`src/rtl/gfx_pkg.sv`:
```
// Shared types and constants for the graphics command path: header layout,
// opcodes and the ingress writer FSM encoding.
package gfx_pkg;

  typedef logic [31:0] cmd_word_t;

  localparam int OPC_MSB = 31;
  localparam int OPC_LSB = 24;
  localparam int LEN_MSB = 15;
  localparam int LEN_LSB = 0;

  localparam logic [7:0] OP_CLEAR        = 8'h01;
  localparam logic [7:0] OP_DRAW_TRI     = 8'h02;
  localparam logic [7:0] OP_SET_COLOR    = 8'h10;
  localparam logic [7:0] OP_SET_VIEWPORT = 8'h11;

  typedef enum logic [1:0] {
    W_HDR,
    W_PAY,
    W_DROP
  } wr_state_e;

  function automatic logic [15:0] hdr_len(input cmd_word_t w);
    return w[LEN_MSB:LEN_LSB];
  endfunction

  function automatic cmd_word_t make_hdr(input logic [7:0] op, input logic [15:0] len);
    cmd_word_t w;
    w = '0;
    w[OPC_MSB:OPC_LSB] = op;
    w[LEN_MSB:LEN_LSB] = len;
    return w;
  endfunction

endpackage

```
`src/rtl/cmd_queue_mem.sv`:
```
// Command word storage: synchronous write port, asynchronous read port.
module cmd_queue_mem
  import gfx_pkg::*;
#(
  parameter int DEPTH  = 16,
  parameter int ADDR_W = $clog2(DEPTH)
) (
  input  logic              clk,
  input  logic              we,
  input  logic [ADDR_W-1:0] waddr,
  input  cmd_word_t         wdata,
  input  logic [ADDR_W-1:0] raddr,
  output cmd_word_t         rdata
);

  cmd_word_t mem [DEPTH];

  // NOTE: storage is deliberately not reset; the pointers alone define which
  // entries are valid, and a reset would turn the array into costly flops with
  // reset muxes for no functional gain.
  always_ff @(posedge clk) begin
    if (we) mem[waddr] <= wdata;
  end

  assign rdata = mem[raddr];

endmodule

```
`src/rtl/cmd_ingress_queue.sv`:
```
// Packet-aware ingress buffer: words are written speculatively and only
// become visible to the reader once the whole command has arrived.
module cmd_ingress_queue
  import gfx_pkg::*;
#(
  parameter int DEPTH  = 16,
  parameter int ADDR_W = $clog2(DEPTH)
) (
  input  logic            clk,
  input  logic            rst_n,
  input  logic            host_wr_en,
  input  cmd_word_t       host_wr_data,
  output logic            cmd_valid,
  output cmd_word_t       cmd_data,
  input  logic            cmd_ready,
  input  logic            flush,
  input  logic            err_clear,
  output logic [ADDR_W:0] level,
  output logic            overflow_err,
  output logic            malformed_err
);

  typedef logic [ADDR_W:0] ptr_t;
  localparam ptr_t        PTR_ONE  = ptr_t'(1);
  localparam ptr_t        FULL_CNT = ptr_t'(DEPTH);
  localparam logic [15:0] LEN_MAX  = 16'(DEPTH);

  wr_state_e   state_q, state_d;
  logic [15:0] rem_q, rem_d;
  ptr_t        rd_ptr_q, cm_ptr_q, cm_ptr_d, wr_ptr_q, wr_ptr_d;
  ptr_t        used;
  logic        push, space, mem_we, ovf_set, mal_set;
  logic [15:0] len;

  assign push  = host_wr_en && !flush;
  assign used  = wr_ptr_q - rd_ptr_q;
  assign space = used < FULL_CNT;
  assign len   = hdr_len(host_wr_data);

  // NOTE: every signal driven here gets a default first, so no path through
  // the case statement can leave one unassigned and infer a latch.
  always_comb begin
    state_d  = state_q;
    rem_d    = rem_q;
    wr_ptr_d = wr_ptr_q;
    cm_ptr_d = cm_ptr_q;
    mem_we   = 1'b0;
    ovf_set  = 1'b0;
    mal_set  = 1'b0;
    if (push) begin
      unique case (state_q)
        W_HDR: begin
          rem_d = len;
          if (len >= LEN_MAX) begin
            mal_set = 1'b1;
            state_d = W_DROP;
          end else if (!space) begin
            ovf_set = 1'b1;
            if (len != 16'd0) state_d = W_DROP;
          end else begin
            mem_we   = 1'b1;
            wr_ptr_d = wr_ptr_q + PTR_ONE;
            if (len == 16'd0) cm_ptr_d = wr_ptr_q + PTR_ONE;
            else              state_d  = W_PAY;
          end
        end
        W_PAY: begin
          rem_d = rem_q - 16'd1;
          if (space) begin
            mem_we   = 1'b1;
            wr_ptr_d = wr_ptr_q + PTR_ONE;
            if (rem_q == 16'd1) begin
              cm_ptr_d = wr_ptr_q + PTR_ONE;
              state_d  = W_HDR;
            end
          end else begin
            // Discard the partial packet; the rest of it is swallowed.
            wr_ptr_d = cm_ptr_q;
            ovf_set  = 1'b1;
            state_d  = (rem_q == 16'd1) ? W_HDR : W_DROP;
          end
        end
        W_DROP: begin
          rem_d = rem_q - 16'd1;
          if (rem_q == 16'd1) state_d = W_HDR;
        end
        default: state_d = W_HDR;
      endcase
    end
  end

  // NOTE: sequential state uses non-blocking assignments only, so every
  // register samples the pre-edge values regardless of statement order.
  always_ff @(posedge clk or negedge rst_n) begin
    if (!rst_n) begin
      state_q  <= W_HDR;
      rem_q    <= '0;
      rd_ptr_q <= '0;
      cm_ptr_q <= '0;
      wr_ptr_q <= '0;
    end else if (flush) begin
      state_q  <= W_HDR;
      rem_q    <= '0;
      rd_ptr_q <= '0;
      cm_ptr_q <= '0;
      wr_ptr_q <= '0;
    end else begin
      state_q  <= state_d;
      rem_q    <= rem_d;
      cm_ptr_q <= cm_ptr_d;
      wr_ptr_q <= wr_ptr_d;
      if (cmd_valid && cmd_ready) rd_ptr_q <= rd_ptr_q + PTR_ONE;
    end
  end

  // A fresh error event outranks a concurrent clear.
  always_ff @(posedge clk or negedge rst_n) begin
    if (!rst_n) begin
      overflow_err  <= 1'b0;
      malformed_err <= 1'b0;
    end else begin
      if (ovf_set)        overflow_err  <= 1'b1;
      else if (err_clear) overflow_err  <= 1'b0;
      if (mal_set)        malformed_err <= 1'b1;
      else if (err_clear) malformed_err <= 1'b0;
    end
  end

  assign cmd_valid = (rd_ptr_q != cm_ptr_q);
  assign level     = cm_ptr_q - rd_ptr_q;

  cmd_queue_mem #(
    .DEPTH (DEPTH),
    .ADDR_W(ADDR_W)
  ) u_mem (
    .clk  (clk),
    .we   (mem_we),
    .waddr(wr_ptr_q[ADDR_W-1:0]),
    .wdata(host_wr_data),
    .raddr(rd_ptr_q[ADDR_W-1:0]),
    .rdata(cmd_data)
  );

endmodule

```
`config.mk`:
```
export PLATFORM = sky130hd
export DESIGN_NAME = cmd_ingress_queue
export DESIGN_NICKNAME = d
export VERILOG_FILES = /design/src/rtl/gfx_pkg.sv /design/src/rtl/cmd_queue_mem.sv /design/src/rtl/cmd_ingress_queue.sv
export SDC_FILE = /design/constraint.sdc
export NUM_CORES = 1
export LEC_CHECK = 0
export CAP_MARGIN = 40
export CORE_AREA = 2 2 234 236
export DETAILED_ROUTE_END_ITERATION = 16
export DIE_AREA = 0 0 236 238
export REMOVE_ABC_BUFFERS = 1
export SLEW_MARGIN = 20
export SYNTH_ARGS = -nofsm -noshare
export SYNTH_HDL_FRONTEND = slang
export SYNTH_SLANG_ARGS = --single-unit
```
`constraint.sdc`:
```
create_clock -name clk -period 6.05 [get_ports clk]
set_input_delay 1.21 -clock clk [delete_from_list [all_inputs] [get_ports clk]]
set_output_delay 1.21 -clock clk [all_outputs]
set_load 0.005 [all_outputs]
```
==> impl_metrics.ini <==
[floorplanning]
io_pins = 78
die_y_um = 238
core_mm2 = 0.0535
start_util = 0.408
die_w_um = 236
rows = 85
fp.dieArea_mm2 = 0.0562

[setup_path]
slowest_delay_ns = 0.62
cpMostUsedCell = mux4_2
crit_required_ns = 4.84
cp-end-kind = output port
path_class = register to output port
cp_cell_sequence = buf_16 -> buf_4 -> mux4_2 -> mux4_2 -> clkdlybuf4s50_1
path_buf_inv = 3
path_max_fanout = 33
cpLargestDelayFamily = buffers and inverters
crit_start = rd_ptr_q[0]
reg2reg_from = wr_ptr_q[2]
arrival_ns = 3.56
cp_slowest_cell = dfrtp_4
cp-start-kind = register
ff2ff_setup_slack_ns = 2.34

[synth]
synth-async-reset-ratio = 0.0640
synth_cells = 1034
yosysUniqueCellTypes = 60
synth_top_area_frac = 0.705
ys_seq_area_frac = 0.745
avgSynthCellArea_um2 = 21.1
yosysMostFrequentCell = edfxtp_1
synth_area_mm2 = 0.0218
ys_seq_elements = 547
yosysTopAreaCell = edfxtp_1
synth_top_flop_cell = edfxtp_1
yosys-top-cells-count = edfxtp_1, mux4_2, nor2_1, dfrtp_1, o21ai_0
synth_area_leaders = edfxtp_1, mux4_2, dfrtp_1, ha_1, o21ai_0
synth_edf_count = 512
yosysWarnings = 0

[routing]
drc = 0
routed_wl_um = 48000
wl_per_cell_um = 25.2
drt_pass1_iterations = 7
drt-initial-drc-count = 1004
dr_total_vias = 10595
viasPerCell = 5.56
drtAntennaViolNets = 0

[timing]
slew_headroom = 0.403
fin_ws_ns = 1.28
setup_violations = 0
skew_ns = 0.0132
max_freq_ghz = 0.209
post-route-period-util = 0.789
slew_violations = 0
rsz0062_at_grt = no
fin_crit_ns = 4.77
hold-worst-slack_ns = 0.467
hold_violations = 0
tightest_slew_ns = 0.896

[global_route]
grt_pass1_wl_um = 72200
antenna_found_initial = 1
grt_max_degree = 132
grt_overflow = 0
grt_pass1_vias = 10994
grt_usage = 0.174

[cts]
path_clk_slew_ns = 0.06
cts_resized = 0
cts_inserted_buffers = 56
cts_tree = yes
root_buffer = clkbuf_16
clock_latency_ns = 0.60
post_cts_buffers = 0
ctsHoldBuffers = 0
htreeDepth = 2
cts.path.max_buffers = 3
clock_sinks = 547

[finish]
layout-drive-gt1-share = 0.270
post-route-util = 0.482
n_antenna_cell = 0
final_nets = 1222
area_delta_synth_final_pct = 18.1
layout.cells.non_filler = 1906
seq_area_mm2 = 0.0163
fillCellCount = 4377
multiInputGateArea_mm2 = 0.00537

[run]
maxCapViolCount = 0

[status]
status = finished, final reports clean

[placed_design]
pre_cts_slack_ns = 0.986
dpl.hpwl_um = 28300
finalWeightedCongestion = 0.799
portBuffers = 77
dp.cells = 1798

[power_and_ir_drop]
power_density_mw_per_mm2 = 304
ir_drop_v = 0.000222
p_leak_nw = 8.12

[min_path]
hold_path_class = primary input to async pin
[final cells by class]
cell class / count / area share
Clock buffer: 64 / 0.0564
Inverter: 24 / 0.00350
Sequential cell: 547 / 0.631
Multi-Input combinational cell: 414 / 0.208
Clock inverter: 39 / 0.0153
Timing Repair Buffer: 122 / 0.0514
Tap cell: 696 / 0.0338
[state kept, by name, indices dropped and copies added (netlist names)]
register,flops
cm_ptr_q,5
malformed_err,1
overflow_err,1
rd_ptr_q,5
rem_q,16
state_q,2
u_mem.mem,512
wr_ptr_q,5
[worst paths after layout]
| path | to | cells after the start |
|---|---|---|
| max | cmd_data[12] | 5 |
| min | rem_q[1] | 1 |
| max reg2reg | u_mem.mem[8][22] | 8 |
| min reg2reg | rem_q[5] | 1 |
| max in group asynchronous | rd_ptr_q[0] | 2 |
| min in group clk | rem_q[5] | 1 |
[through the flow]
stage                     setup TNS, ns  power, mW  area (um^2)
after floorplan                 -986.71       4.32        21600
after global placement                0       4.44        23800
after detailed placement              0       4.45        23800
after CTS                             0       7.89        25700
after global routing                  0       8.07        25800
final                                 0       7.82        25800
[routing by layer]
metal / vias up / track usage / part of all wire
li1: 4586 / - / -
met1: 5647 / 0.248 / 0.45
met2: 296 / 0.279 / 0.48
met3: 66 / 0.0268 / 0.047
met4: 0 / 0.0558 / 0.023
met5: - / 0 / 0
[report_power, final]
part / switching [mW] / internal, mW / total (mW) / leakage (nW)
clock: 1.43 / 2.02 / 3.45 / 0.907
combinational: 0.131 / 0.0720 / 0.203 / 2.15
sequential: 0.0150 / 4.15 / 4.16 / 5.07
[layout by cell type (no fill, tap or decap), drive strengths merged, types with 3 or more instances in the layout]
| master | synthesis | layout |
|---|---|---|
| a211oi | 4 | 4 |
| a21o | 5 | 5 |
| a21oi | 11 | 11 |
| a31oi | 3 | 3 |
| a41oi | 3 | 3 |
| buf | 16 | 46 |
| bufinv | 0 | 7 |
| clkbuf | 32 | 64 |
| clkdlybuf4s50 | 0 | 76 |
| clkinv | 1 | 27 |
| clkinvlp | 0 | 3 |
| dfrtp | 35 | 35 |
| edfxtp | 512 | 512 |
| ha | 18 | 18 |
| inv | 23 | 26 |
| mux2i | 3 | 3 |
| mux4 | 160 | 160 |
| nand2 | 24 | 24 |
| nand2b | 3 | 3 |
| nand3 | 12 | 12 |
| nand4 | 7 | 7 |
| nor2 | 39 | 39 |
| nor2b | 6 | 6 |
| nor3 | 13 | 13 |
| nor4 | 9 | 9 |
| o21ai | 33 | 33 |
| o31ai | 5 | 5 |
| o32ai | 4 | 4 |
| or4 | 4 | 4 |
| xnor2 | 13 | 13 |
| xor2 | 7 | 7 |
[kinds of logic (layout without fill, tap and decap cells)]
logic type,Yosys count,in the layout,synth area share
xor+xnor,20,20,0.00803
flops,547,547,0.745
fa+ha+maj,19,19,0.0112
simple gates,129,129,0.0299
mux,163,163,0.167
compound gates,83,83,0.0252
buf+inv,73,249,0.0139
[worst reg2reg max path, delay by kind of cell, from the launching register on]
family	cells	cell delay [ns]
AO/OA/AOI/OAI	2	0.54
adder cells (fa/ha/maj)	1	0.27
buffers and inverters	1	0.41
flip-flops	1	0.66
AND/OR/NAND/NOR	4	1.50
Note: power is estimated with default switching activity, not from simulation.
